## src/rtl/program_sequencer.sv

```systemverilog
// Clocked instruction sequencer: loadable code memory, register-based local memory,
// two-cycle fetch/execute per instruction and a valid/ready out channel.
module program_sequencer #(
    parameter int  MemoryElementWidth = 12,
    parameter int  NLocal             = 16,
    parameter int  NCode              = 32,
    parameter int  MaxSteps           = 1000,
    localparam int W                  = MemoryElementWidth,
    localparam int LA                 = $clog2(NLocal),
    localparam int CA                 = $clog2(NCode),
    localparam int IW                 = 6 + LA + 2 * W
) (
    input  logic          clock,
    input  logic          reset,
    input  logic          load,
    input  logic [CA-1:0] load_addr,
    input  logic [IW-1:0] load_data,
    input  logic          run,
    output logic          busy,
    output logic          out_valid,
    output logic [W-1:0]  out_data,
    input  logic          out_ready,
    output logic          finished,
    output logic          success,
    output logic          error,
    output logic [31:0]   steps
);

    localparam logic [3:0] OP_HALT = 4'd0;
    localparam logic [3:0] OP_MOV  = 4'd1;
    localparam logic [3:0] OP_ADD  = 4'd2;
    localparam logic [3:0] OP_SUB  = 4'd3;
    localparam logic [3:0] OP_OUT  = 4'd4;
    localparam logic [3:0] OP_JZ   = 4'd5;
    localparam logic [3:0] OP_JNZ  = 4'd6;

    typedef enum logic [2:0] {
        S_IDLE,
        S_FETCH,
        S_EXEC,
        S_OUT_WAIT,
        S_DONE
    } state_t;

    state_t state, state_next;

    logic [IW-1:0] code      [NCode];
    logic [W-1:0]  local_mem [NLocal];
    logic [IW-1:0] instr;

    // One extra bit so that stepping past the last code word is detectable.
    logic [CA:0]   ip, ip_next, ip_inc;

    logic [3:0]    op;
    logic          a_imm, b_imm;
    logic [LA-1:0] tgt;
    logic [W-1:0]  a_fld, b_fld, opnd_a, opnd_b;
    logic [31:0]   steps_inc;
    logic          limit_hit;

    logic          idle, accept_run, fetch_ok, enter_done, set_error, set_success;
    logic          mem_we, out_load, out_ack;
    logic [W-1:0]  mem_wdata;

    assign {op, a_imm, b_imm, tgt, a_fld, b_fld} = instr;

    assign opnd_a    = a_imm ? a_fld : local_mem[a_fld[LA-1:0]];
    assign opnd_b    = b_imm ? b_fld : local_mem[b_fld[LA-1:0]];
    assign idle      = (state == S_IDLE) || (state == S_DONE);
    assign ip_inc    = ip + (CA + 1)'(1);
    assign steps_inc = steps + 32'd1;
    assign limit_hit = (steps_inc == 32'(MaxSteps)) && (op != OP_HALT);

    always_ff @(posedge clock or posedge reset) begin
        if (reset) state <= S_IDLE;
        else       state <= state_next;
    end

    // NOTE: every output of this block gets a default first, so no path leaves a
    // signal unassigned and no latch is inferred.
    always_comb begin
        state_next  = state;
        ip_next     = ip;
        accept_run  = 1'b0;
        fetch_ok    = 1'b0;
        enter_done  = 1'b0;
        set_error   = 1'b0;
        set_success = 1'b0;
        mem_we      = 1'b0;
        mem_wdata   = '0;
        out_load    = 1'b0;
        out_ack     = 1'b0;

        case (state)
            S_IDLE, S_DONE: begin
                if (run) begin
                    accept_run = 1'b1;
                    state_next = S_FETCH;
                end
            end
            S_FETCH: begin
                if (ip >= (CA + 1)'(NCode)) begin
                    set_error  = 1'b1;
                    enter_done = 1'b1;
                    state_next = S_DONE;
                end else begin
                    fetch_ok   = 1'b1;
                    state_next = S_EXEC;
                end
            end
            S_EXEC: begin
                state_next = S_FETCH;
                // The step limit aborts before the instruction has any effect.
                if (limit_hit) begin
                    set_error  = 1'b1;
                    enter_done = 1'b1;
                    state_next = S_DONE;
                end else begin
                    case (op)
                        OP_HALT: begin
                            set_success = 1'b1;
                            enter_done  = 1'b1;
                            state_next  = S_DONE;
                        end
                        OP_MOV: begin
                            mem_we    = 1'b1;
                            mem_wdata = opnd_a;
                            ip_next   = ip_inc;
                        end
                        OP_ADD: begin
                            mem_we    = 1'b1;
                            mem_wdata = opnd_a + opnd_b;
                            ip_next   = ip_inc;
                        end
                        OP_SUB: begin
                            mem_we    = 1'b1;
                            mem_wdata = opnd_a - opnd_b;
                            ip_next   = ip_inc;
                        end
                        OP_OUT: begin
                            out_load   = 1'b1;
                            state_next = S_OUT_WAIT;
                        end
                        OP_JZ:  ip_next = (opnd_a == '0) ? {1'b0, opnd_b[CA-1:0]} : ip_inc;
                        OP_JNZ: ip_next = (opnd_a != '0) ? {1'b0, opnd_b[CA-1:0]} : ip_inc;
                        default: begin
                            set_error  = 1'b1;
                            enter_done = 1'b1;
                            state_next = S_DONE;
                        end
                    endcase
                end
            end
            S_OUT_WAIT: begin
                if (out_ready) begin
                    out_ack    = 1'b1;
                    ip_next    = ip_inc;
                    state_next = S_FETCH;
                end
            end
            default: state_next = S_IDLE;
        endcase
    end

    // NOTE: code memory has no reset; a program survives reset and only the
    // local memory (a small register file) is cleared.
    always_ff @(posedge clock) begin
        if (load && idle) code[load_addr] <= load_data;
    end

    // NOTE: sequential state uses non-blocking assignments only, so later
    // statements in this block see the pre-edge values.
    always_ff @(posedge clock or posedge reset) begin
        if (reset) begin
            ip        <= '0;
            instr     <= '0;
            steps     <= '0;
            busy      <= 1'b0;
            finished  <= 1'b0;
            success   <= 1'b0;
            error     <= 1'b0;
            out_valid <= 1'b0;
            out_data  <= '0;
            for (int i = 0; i < NLocal; i++) local_mem[i] <= '0;
        end else begin
            ip <= ip_next;
            if (fetch_ok)         instr <= code[ip[CA-1:0]];
            if (state == S_EXEC)  steps <= steps_inc;
            if (mem_we)           local_mem[tgt] <= mem_wdata;
            if (set_error)        error <= 1'b1;
            if (set_success)      success <= !error;
            if (enter_done) begin
                finished <= 1'b1;
                busy     <= 1'b0;
            end
            if (out_load) begin
                out_valid <= 1'b1;
                out_data  <= opnd_a;
            end
            if (out_ack)          out_valid <= 1'b0;
            if (accept_run) begin
                ip       <= '0;
                steps    <= '0;
                busy     <= 1'b1;
                finished <= 1'b0;
                success  <= 1'b0;
                error    <= 1'b0;
                for (int i = 0; i < NLocal; i++) local_mem[i] <= '0;
            end
        end
    end

endmodule

```

## config.mk

```make
export PLATFORM = sky130hd
export DESIGN_NAME = program_sequencer
export DESIGN_NICKNAME = d
export VERILOG_FILES = /design/src/rtl/program_sequencer.sv
export SDC_FILE = /design/constraint.sdc
export NUM_CORES = 2
export LEC_CHECK = 0
export ABC_AREA = 0
export CORE_MARGIN = 1.5
export CORE_UTILIZATION = 55
export CTS_CLUSTER_DIAMETER = 150
export CTS_CLUSTER_SIZE = 30
export DETAILED_ROUTE_END_ITERATION = 10
export PLACE_DENSITY = 0.71
export SYNTH_ARGS = -nofsm -noshare
export SYNTH_HDL_FRONTEND = slang
export SYNTH_SLANG_ARGS = --single-unit
export TNS_END_PERCENT = 100
```

## constraint.sdc

```tcl
create_clock -name clock -period 26.9 [get_ports clock]
set_input_delay 5.38 -clock clock [delete_from_list [all_inputs] [get_ports clock]]
set_output_delay 5.38 -clock clock [all_outputs]
set_load 0.05 [all_outputs]
```

==> results.txt <==
----------------------------------------------------
[Worst setup path]
  Critical Path AT ... 2190 ps
  List of cells traversed by the critical path ... clkdlybuf4s50_1
  Largest stage delay on the critical path ... 900 ps
  Worst R2R Start ... instr[0]
  Slowest cell on the critical path ... clkdlybuf4s50_1
  Endpoint type of the worst setup path ... output port
  Worst reg2reg endpoint ... local_mem[119]
  Crit path required time ... 21,520 ps
  End point of the critical path ... steps[13]
  WP depth ... 1
  Worst Setup SP ... steps[13]
  R2R Setup Slk ... 20,590 ps
  Worst-path maximum fanout ... 11
  Critical path buffer and inverter count ... 1
  Worst setup path class ... flop to output port
  CP startpoint kind ... flop
  Worst R2R Path Depth ... 17
  Category of cells accounting for the largest share of critical-path delay ... buffers and inverters

[Timing]
  Number of max-slew violations in the final report ... 0
  RSZ-0062 raised after global routing ... no
  Slew headroom ... 0.119
  Fin Clk Skew ... 29.7 ps
  Hold slack ... 510 ps
  Tcrit/Tclk final ... 0.281
  Worst setup slack after layout ... 19,330 ps
  Final number of setup-violating endpoints ... 0
  Setup Total Neg Slack ... 0 ps
  Endpoints failing hold ... 0
  Maximum frequency from static timing analysis ... 0.132 GHz
  Worst Max-Slew Pin Slew ... 1320 ps
  Min Tclk post-route ... 7570 ps

[Logic synthesis]
  Most used flip-flop cell after synthesis ... edfxtp_1
  Library cell with the highest instance count after synthesis ... edfxtp_1
  Area leader, netlist ... edfxtp_1
  Count of synthesis-stage warnings from yosys ... 0
  Sequential element share of the synthesized area ... 0.691
  Cell area after technology mapping ... 57,600 sq um
  Synthesized instance count ... 3,215
  Library cells used by synthesis ... 80
  Post-Synthesis Net Count ... 3,275
  Number of synthesized register bits ... 1,372
  Syn_area_per_cell ... 17.9 sq um
  Area contributors post-synth ... edfxtp_1 57%, mux4_2 17%, dfrtp_1 12%
  Share of async-settable or async-resettable flops after synthesis ... 0.207
  List of most frequent post-synthesis cells ... 1,088 x edfxtp_1, 432 x mux4_2, 284 x dfrtp_1
  Count of flip-flops with a built-in enable after synthesis ... 1,088
  Share of the synthesized area in the top cell type ... 0.567

[Routing]
  Post-detailed-route count of antenna-violating nets ... 0
  Routed length per placed instance ... 29.0 microns
  Count of vias placed by the detailed router ... 30,584
  Detailed Routing Iterations Pass 1 ... 5
  Remaining design rule violation count ... 0
  Starting DRC count in detailed routing ... 3,775
  Vias per inst ... 6.64
  DRT Wirelength ... 133,000 microns

[CTS]
  Post-cts gate resize count ... 0
  TritonCTS clock tree ... built
  Total setup buffers inserted after CTS ... 0
  Cell at the root of the clock tree ... clkbuf_16
  H-tree lvl count ... 2
  Quantity of hold-fixing buffers added after cts ... 0
  Clock-pin slew reported for the worst setup and hold paths after clock tree synthesis ... 120 ps
  Clk sink count ... 1,372
  Skew-Pair Late Insertion Delay ... 700 ps
  Worst-case clock buffer depth ... 3
  Total CTS buffers ... 51

[Pwr]
  Reported leakage power ... 19.9 nW
  Internal power summed over all cells ... 3.52 mW
  Net switching power figure ... 1.78 mW
  Power consumption ... 5.29 mW
  Part of the total power dissipated in the clock network ... 0.184
  Fraction of power consumed by combinational cells ... 0.348
  Worst IR Drop VDD ... 0.0888 mV
  Relative contribution of sequential cells to total power ... 0.468
  Power density of the placed cells ... 86.0 nW/um^2
  Switching share of power ... 0.336

[Die]
  Number of core rows ... 118
  Die Outline Area ... 107,000 sq um
  Initial cell density of the core ... 0.556
  Core ar. ... 104,000 sq um
  Number of top-level pins ... 93
  Height of the die ... 327 microns
  Die Span X ... 327 microns

[Final layout]
  Final standard cell utilization of the core ... 0.593
  # nets final ... 3,269
  Ratio of cells with drive above 1 in the final layout ... 0.202
  Layout Area Growth over Synthesis ... 6.78%

[Place]
  Placer congestion estimate ... 0.873
  PortBufs ... 92
  Worst-case setup slack after placement ... 18,810 ps
  Estimated wirelength of the detail-placed design ... 78,400 microns

[Flow run]
  Number of max-cap violations ... 0

[GRT]
  Grt total ovfl ... 0
  Pin count of the biggest net entering global routing ... 148
  Wire length of the first global-routing pass ... 201,000 microns
  Number of global-route vias before repair ... 30,979
  Combined global-route utilization of all metal layers ... 0.253
  Antenna violations before repair ... 5

[Run status]
  Outcome ... finished clean

[Hold path]
  Path type of the worst min-delay path ... flop to flop
  Instance count along the most critical hold path ... 2

----------------------------------------------------
through the flow:
| stage | instances | area [sq um] |
|---|---|---|
| after floorplan | 3215 | 57600 |
| after global placement | 4536 | 60100 |
| after detailed placement | 4536 | 60100 |
| after CTS | 4605 | 61500 |
| after global routing | 4605 | 61500 |
| final | 4606 | 61500 |
flip-flops by register name, indices dropped and copies added, names as in the netlist:
register,cells
error,1
ip,6
state,3
busy,1
success,1
out_data,12
out_valid,1
code,1088
steps,32
finished,1
instr,34
local_mem,192
layout make-up:
type	count	area [sq um]
tap	1380	1730
timing repair buffer	165	1490
antenna	1	2.50
fill	7535	42100
multi-input combinational	1596	17000
clock buffer	66	1350
inverter	23	93.8
sequential	1372	39800
clock inverter	3	58.8
placed cells by master (no fill, tap or decap), types with 7 or more instances in the layout:
cell	synthesis	routed
clkdlybuf4s50_1	0	92
or3_1	11	11
inv_1	22	21
nand4_1	10	10
o31ai_1	14	14
clkbuf_16	0	52
buf_4	6	71
nand2b_1	14	14
mux2i_1	110	110
dfrtp_1	284	274
nor2_4	0	33
a31oi_1	13	13
nor2b_1	16	16
mux4_2	432	432
nand3_1	177	177
nand3b_1	7	7
xnor2_1	14	14
a21oi_1	69	69
o22ai_1	12	12
clkbuf_1	120	14
ha_1	15	15
nor3_1	11	11
and3_1	19	19
o21ai_1	17	17
a211oi_1	9	9
mux2_4	8	8
nor4_1	7	7
nor2_1	131	98
nand3_2	11	11
xor2_1	20	20
o21ai_0	198	198
edfxtp_1	1088	1088
nand2_1	153	152
power by group through the flow:
stage	sequential [mW]	combinational (mW)	clock, mW
2_1_floorplan	2.46	1.34	0
3_3_place_gp	2.52	1.80	0
3_5_place_dp	2.52	1.84	0
4_1_cts	2.48	1.84	0.987
5_1_grt	2.49	1.96	1.05
6_report	2.48	1.84	0.973
logic make-up after synthesis:
kind of cell | Yosys count | share of synthesized area
XOR/XNOR | 34 | 0.00517
AO/OA/AOI/OAI | 380 | 0.0377
AND/OR/NAND/NOR | 611 | 0.0527
adder cells (fa/ha/maj) | 16 | 0.00361
flip-flops | 1372 | 0.691
multiplexers | 555 | 0.191
buffers and inverters | 247 | 0.0191
worst min-delay path by stage:
stage	start	endpoint	slack (ps)
6_report	out_data[0]	out_data[0]	510
5_1_grt	out_data[10]	out_data[10]	550
4_1_cts	out_data[0]	out_data[0]	510
3_5_place_dp	out_data[0]	out_data[0]	480
3_3_place_gp	out_data[0]	out_data[0]	480
2_1_floorplan	local_mem[92]	local_mem[92]	470
metal layers:
layer / share of wire / wire, microns / track usage
met1: 0.40 / 53400 / 0.358
met2: 0.50 / 67100 / 0.421
met3: 0.068 / 9080 / 0.0299
met4: 0.029 / 3820 / 0.0696
met5: 0.00019 / 26 / 0
(Power assumes the default switching activity.)
